===== config.mk =====
export PLATFORM = sky130hd
export DESIGN_NAME = raccoon2axi32_q
export DESIGN_NICKNAME = d
export VERILOG_FILES = /design/src/rtl/raccoon2axi32_q.sv
export SDC_FILE = /design/constraint.sdc
export NUM_CORES = 1
export LEC_CHECK = 0
export ABC_AREA = 1
export CAP_MARGIN = 25
export CORE_UTILIZATION = 35
export DETAILED_ROUTE_END_ITERATION = 8
export GPL_TIMING_DRIVEN = 0
export HOLD_SLACK_MARGIN = 0.15
export PLACE_DENSITY = 0.56
export SLEW_MARGIN = 20
export SYNTH_ARGS = -nofsm -noshare
export SYNTH_HDL_FRONTEND = slang
export SYNTH_SLANG_ARGS = --single-unit

===== constraint.sdc =====
create_clock -name CLK -period 5.4 [get_ports CLK]
set_input_delay 0.54 -clock CLK [delete_from_list [all_inputs] [get_ports CLK]]
set_output_delay 0.54 -clock CLK [all_outputs]
set_load 0.05 [all_outputs]

===== src/rtl/raccoon2axi32_q.sv =====
// raccoon2axi32_q: Raccoon ring node bridging single-word requests in an
// address window onto a 32-bit AXI3 master port, with read/write queues.
// Ports:
//   CLK, RST            clock, asynchronous active-high reset
//   RaccIn / RaccOut    64-bit ring input / registered ring output
//   AW*, W*, B*         AXI3 write address, write data, write response
//   AR*, R*             AXI3 read address, read data
//   Idle                both queues empty and no AW/W half-issued
module raccoon2axi32_q #(
    parameter logic [19:0] ADDR_MASK    = 20'hF0000,
    parameter logic [19:0] ADDR_BASE    = 20'h10000,
    parameter logic [11:0] AXI_UPPER_12 = 12'h000,
    parameter int          RD_DEPTH     = 4,
    parameter int          WR_DEPTH     = 4
) (
    input  logic        CLK,
    input  logic        RST,
    input  logic [63:0] RaccIn,
    output logic [63:0] RaccOut,
    output logic [7:0]  AWID,
    output logic [31:0] AWADDR,
    output logic [3:0]  AWLEN,
    output logic [2:0]  AWSIZE,
    output logic [1:0]  AWBURST,
    output logic [1:0]  AWLOCK,
    output logic [3:0]  AWCACHE,
    output logic [2:0]  AWPROT,
    output logic        AWVALID,
    input  logic        AWREADY,
    output logic [7:0]  WID,
    output logic [31:0] WDATA,
    output logic [3:0]  WSTRB,
    output logic        WLAST,
    output logic        WVALID,
    input  logic        WREADY,
    input  logic [7:0]  BID,
    input  logic [1:0]  BRESP,
    input  logic        BVALID,
    output logic        BREADY,
    output logic [7:0]  ARID,
    output logic [31:0] ARADDR,
    output logic [3:0]  ARLEN,
    output logic [2:0]  ARSIZE,
    output logic [1:0]  ARBURST,
    output logic [1:0]  ARLOCK,
    output logic [3:0]  ARCACHE,
    output logic [2:0]  ARPROT,
    output logic        ARVALID,
    input  logic        ARREADY,
    input  logic [7:0]  RID,
    input  logic [31:0] RDATA,
    input  logic [1:0]  RRESP,
    input  logic        RLAST,
    input  logic        RVALID,
    output logic        RREADY,
    output logic        Idle
);

    localparam int RPW = $clog2(RD_DEPTH);
    localparam int RCW = RPW + 1;
    localparam int WPW = $clog2(WR_DEPTH);
    localparam int WCW = WPW + 1;

    logic [63:0] din_q, din_d;
    logic [63:0] racc_out_q, racc_out_d;
    logic        prefer_r_q, prefer_r_d;
    logic        aw_done_q, aw_done_d;
    logic        w_done_q, w_done_d;

    logic [RPW-1:0] rd_wp_q, rd_wp_d, rd_rp_q, rd_rp_d;
    logic [RCW-1:0] rd_cnt_q, rd_cnt_d;
    logic [WPW-1:0] wr_wp_q, wr_wp_d, wr_rp_q, wr_rp_d;
    logic [WCW-1:0] wr_cnt_q, wr_cnt_d;

    logic [7:0]  rd_id_mem   [RD_DEPTH];
    logic [31:0] rd_addr_mem [RD_DEPTH];
    logic [7:0]  wr_id_mem   [WR_DEPTH];
    logic [31:0] wr_addr_mem [WR_DEPTH];
    logic [31:0] wr_data_mem [WR_DEPTH];
    logic [3:0]  wr_strb_mem [WR_DEPTH];

    logic [19:0] din_addr;
    logic [31:0] q_addr;
    logic        hit, is_rd;
    logic        rd_full, rd_empty, wr_full, wr_empty;
    logic        rd_push, rd_pop, wr_push, wr_pop;
    logic        aw_hs, w_hs;
    logic        slot_free, r_win, b_win, r_take, b_take;
    logic        unused_ok;

    assign unused_ok = RLAST;

    // Request decode on the registered ring word
    assign din_d    = RaccIn;
    assign din_addr = {din_q[49:32], 2'b00};
    assign q_addr   = {AXI_UPPER_12, din_addr};
    assign is_rd    = (din_q[53:50] == 4'd0);
    assign hit      = (din_q[63:62] == 2'b11) &&
                      ((din_addr & ADDR_MASK) == (ADDR_BASE & ADDR_MASK));

    assign rd_full  = (rd_cnt_q == RCW'(RD_DEPTH));
    assign rd_empty = (rd_cnt_q == '0);
    assign wr_full  = (wr_cnt_q == WCW'(WR_DEPTH));
    assign wr_empty = (wr_cnt_q == '0);

    // Full is judged on the current count, so a pop this cycle never
    // makes room for a push in the same cycle.
    assign rd_push = hit & is_rd & ~rd_full;
    assign wr_push = hit & ~is_rd & ~wr_full;

    assign ARVALID = ~rd_empty;
    assign rd_pop  = ARVALID & ARREADY;

    assign AWVALID = ~wr_empty & ~aw_done_q;
    assign WVALID  = ~wr_empty & ~w_done_q;
    assign aw_hs   = AWVALID & AWREADY;
    assign w_hs    = WVALID & WREADY;
    // Entry retires once both halves have completed, possibly together
    assign wr_pop  = ~wr_empty & (aw_done_q | aw_hs) & (w_done_q | w_hs);

    // Ring slot can carry a response if empty or freed by our accept
    assign slot_free = ~din_q[63] | rd_push | wr_push;
    assign r_win     = RVALID & (prefer_r_q | ~BVALID);
    assign b_win     = BVALID & (~prefer_r_q | ~RVALID);
    assign r_take    = slot_free & r_win;
    assign b_take    = slot_free & b_win;
    assign RREADY    = r_take & ~RST;
    assign BREADY    = b_take & ~RST;

    assign ARID    = rd_id_mem[rd_rp_q];
    assign ARADDR  = rd_addr_mem[rd_rp_q];
    assign AWID    = wr_id_mem[wr_rp_q];
    assign AWADDR  = wr_addr_mem[wr_rp_q];
    assign WID     = AWID;
    assign WDATA   = wr_data_mem[wr_rp_q];
    assign WSTRB   = wr_strb_mem[wr_rp_q];
    assign WLAST   = 1'b1;

    assign ARLEN   = 4'd0;
    assign ARSIZE  = 3'd2;
    assign ARBURST = 2'd0;
    assign ARLOCK  = 2'd0;
    assign ARCACHE = 4'd0;
    assign ARPROT  = 3'd0;
    assign AWLEN   = 4'd0;
    assign AWSIZE  = 3'd2;
    assign AWBURST = 2'd0;
    assign AWLOCK  = 2'd0;
    assign AWCACHE = 4'd0;
    assign AWPROT  = 3'd0;

    assign RaccOut = racc_out_q;
    assign Idle    = rd_empty & wr_empty & ~aw_done_q & ~w_done_q;

    always_comb begin
        racc_out_d = din_q;
        prefer_r_d = prefer_r_q;
        aw_done_d  = aw_done_q | aw_hs;
        w_done_d   = w_done_q | w_hs;
        rd_wp_d    = rd_wp_q;
        rd_rp_d    = rd_rp_q;
        rd_cnt_d   = rd_cnt_q + RCW'(rd_push) - RCW'(rd_pop);
        wr_wp_d    = wr_wp_q;
        wr_rp_d    = wr_rp_q;
        wr_cnt_d   = wr_cnt_q + WCW'(wr_push) - WCW'(wr_pop);

        if (r_take) begin
            racc_out_d = {2'b10, RID, RRESP, 20'd0, RDATA};
            prefer_r_d = 1'b0;
        end else if (b_take) begin
            racc_out_d = {2'b10, BID, BRESP, 20'd0, 32'd0};
            prefer_r_d = 1'b1;
        end else if (rd_push | wr_push) begin
            racc_out_d = 64'd0;
        end

        if (rd_push) rd_wp_d = rd_wp_q + 1'b1;
        if (rd_pop)  rd_rp_d = rd_rp_q + 1'b1;
        if (wr_push) wr_wp_d = wr_wp_q + 1'b1;
        if (wr_pop) begin
            wr_rp_d   = wr_rp_q + 1'b1;
            aw_done_d = 1'b0;
            w_done_d  = 1'b0;
        end
    end

    always_ff @(posedge CLK or posedge RST) begin
        if (RST) begin
            din_q      <= 64'd0;
            racc_out_q <= 64'd0;
            prefer_r_q <= 1'b1;
            aw_done_q  <= 1'b0;
            w_done_q   <= 1'b0;
            rd_wp_q    <= '0;
            rd_rp_q    <= '0;
            rd_cnt_q   <= '0;
            wr_wp_q    <= '0;
            wr_rp_q    <= '0;
            wr_cnt_q   <= '0;
        end else begin
            din_q      <= din_d;
            racc_out_q <= racc_out_d;
            prefer_r_q <= prefer_r_d;
            aw_done_q  <= aw_done_d;
            w_done_q   <= w_done_d;
            rd_wp_q    <= rd_wp_d;
            rd_rp_q    <= rd_rp_d;
            rd_cnt_q   <= rd_cnt_d;
            wr_wp_q    <= wr_wp_d;
            wr_rp_q    <= wr_rp_d;
            wr_cnt_q   <= wr_cnt_d;
        end
    end

    // Queue storage needs no reset; validity is tracked by the counters
    always_ff @(posedge CLK) begin
        if (rd_push) begin
            rd_id_mem[rd_wp_q]   <= din_q[61:54];
            rd_addr_mem[rd_wp_q] <= q_addr;
        end
        if (wr_push) begin
            wr_id_mem[wr_wp_q]   <= din_q[61:54];
            wr_addr_mem[wr_wp_q] <= q_addr;
            wr_data_mem[wr_wp_q] <= din_q[31:0];
            wr_strb_mem[wr_wp_q] <= din_q[53:50];
        end
    end

endmodule


==> metrics.md <==
| Metric | Value |
|---|---|
| Status | complete, but fails checks |
| Violated checks | DRC |
| Post-route cell area | 25,000 µm² |
| Crit share post-route | 0.821 |
| Worst Max-Slew Pin Slew | about 0.78 ns |
| Synth Warn # | 0 |
| Sequential element share of the synthesized area | 0.755 |
| H-tree levels | 2 |
| Final #Nets | 1,967 |
| CP Capture Type | output port |
| Most frequent cells in the layout | edfxtp_1, clkdlybuf4s50_1, nor2_1 |
| Core Box Area | 52,900 µm² |
| PortBufs | 288 |
| Ant diodes | 0 |
| Commonest non-fill, non-tap cell in the layout | edfxtp_1 |
| Slew headroom | 0.480 |
| Final hold violation count | 0 |
| Layout Skew | roughly 0.018 ns |
| Total CTS buffers | between 50 and 60 |
| Mean area per synthesized cell | 13.4 µm² |
| Max Cap Viol | 0 |
| Max frequency | 225 MHz |
| Synthesized netlist cell count | 1,406 |
| Die extent in x | 234 µm |
| DR vias | 12,064 |
| Row count | 84 |
| PwrDens | around 540 nW/µm² |
| # DRC | 28 |
| Vias in the first global route | 11,879 |
| Clock latency on the worst-skew pair | roughly 0.59 ns |
| Cell variety after synth | 33 |
| CTS clk-pin slew, worst paths | 0.06 ns |
| Synth area leaders | edfxtp_1, dfrtp_1, o21ai_0, nor2_1, buf_4 |
| Mapped Area | 18,800 µm² |
| Lkg Pwr | ~9.5 nW |
| # clock sinks | about 500 |
| Worst-case clock buffer depth | 3 |
| Peak VDD IR | just under 0.5 mV |
| Setup TNS Final | 0 ns |
| Cell accounting for the most synthesized area | edfxtp_1 |
| Area grow syn2layout | 32.7% |
| Crit path DAT | 3.90 ns |
| Antenna violations before repair | 1 |
| Wire length of the first global-routing pass | 75,400 µm |
| Vert. Die Dim | between 200 and 250 µm |
| RSZ-0062 raised after global routing | no |
| Initial DRC count | 1,048 |
| Top_reg_cell synth | edfxtp_1 |
| Via/cell ratio | 4.71 |
| Post-synth EDFFs | 352 |
| Critical path class | reg -> out |
| Max-slew violation count | 0 |
| Post-CTS Setup Bufs | 0 |
| PostCTS Resize Cnt | 0 |
| Die ar. | 54,700 µm² |
| HP Class | in -> reg |
| WP data required | 4.86 ns |
| Gpl congestion | 0.796 |
| Num ports | 355 |
| Final setup fails | 0 |
| DRT Pass-1 Iters | 8 |
| Final Critical Period | 4.44 ns |
| Seq cells post-synth | 497 |
| Post-Route WL | 51,200 µm |
| Initial core utilization | 0.356 |
| CTS tree | built |
| Layout Utilization | 0.472 |
| Share of layout cells above drive strength 1 | 0.124 |
| Placed cell areas | 23,300 µm² |
| Critical path peak fanout | 10 |
| Largest net degree at the start of global routing | 83 |
| DR WL/cell | 20.0 µm |
| Global-route usage over all layers | 0.187 |
| Post-route ant nets | 0 |
| HPWL Detailed | between 30,000 and 40,000 µm |
| Hold_buf cts | 0 |
| Yosys top cell area share | 0.562 |
| Gr ovfl total | 0 |
| Startpoint Class | flop |
| FFs w/ async S/R, synth | 0.292 |
| Root Driver | clkbuf_16 |
## routing by layer
layer	wire (µm)	global-route usage
met3	3020	0.0314
met5	13	0
met2	25200	0.312
met4	939	0.0513
met1	22100	0.252
## kinds of logic after synthesis
logic type,share of synthesized area
xor+xnor,0.00419
flops,0.755
buf+inv,0.0620
other cells,0.000399
compound gates,0.0788
fa+ha+maj,0.0101
simple gates,0.0900
## cell usage after synthesis (3+ instances only)
library cell / number
a21oi_1: 4
buf_1: 3
buf_2: 6
buf_4: 76
buf_6: 8
clkbuf_1: 52
dfrtp_1: 144
edfxtp_1: 352
ha_1: 12
inv_1: 52
inv_2: 16
nand2_1: 112
nand2_4: 3
nand3_1: 52
nand3_2: 14
nor2_1: 206
o21ai_0: 179
o22ai_1: 88
xnor2_1: 3
xor2_1: 6
## report_power, final
| group | total, mW | switching [mW] | internal [mW] |
|---|---|---|---|
| combinational | 5.68 | 4.02 | 1.66 |
| clock | 3.54 | 1.47 | 2.07 |
| sequential | 4.35 | 0.111 | 4.23 |
## critical path: stages (launching register included)
cell and delay, ns:
dfrtp_1 0.32, buf_2 0.29, clkbuf_1 0.63, clkbuf_1 0.52
nor2_1 0.12, o22ai_1 0.43, buf_4 0.19, clkdlybuf4s50_1 0.79
## sequential cells by signal, summed over array words and instances, names as in the netlist, 3 cells and up
name,count
wr_addr_mem,72
rd_id_mem,32
wr_cnt_q,3
wr_strb_mem,16
rd_cnt_q,3
din_q,64
wr_id_mem,32
rd_addr_mem,72
wr_data_mem,128
RaccOut,64
## worst paths after layout
kind,startpoint,to,slack [ns],cells past startpoint
worst max-delay path,wr_rp_q[0],WID[7],0.96,7
worst min-delay path,RaccIn[37],din_q[37],0.39,1
worst max register to register,wr_cnt_q[1],wr_cnt_q[2],2.66,10
worst min register to register,prefer_r_q,prefer_r_q,0.51,2
max in group asynchronous,RST,RaccOut[45],4.10,3
min in group asynchronous,RST,RaccOut[28],0.46,2
## cell type report
type                    instances  area, µm²
flip-flops and latches        497      14200
clock buffers                  77       1500
repair buffers                305       3290
multi-input cells             756       3750
clock inverters                22        196
inverters                      71        277
plain buffers                 145        897
well taps                     688        861
fillers                      4748      27900
## through the flow
step / hold WS, ns / total power, mW / worst slack, ns / instances
6_report: 0.386 / 13.6 / 0.964 / 2561
2_1_floorplan: 0.463 / 8.03 / 0.967 / 1469
4_1_cts: 0.344 / 13.7 / 0.831 / 2561
3_5_place_dp: 0.506 / 10.2 / 1.51 / 2462
5_1_grt: 0.354 / 14.2 / 0.795 / 2561
3_3_place_gp: 0.488 / 10.1 / -1.80 / 2445
No activity file was read; power rests on OpenSTA's default activity.
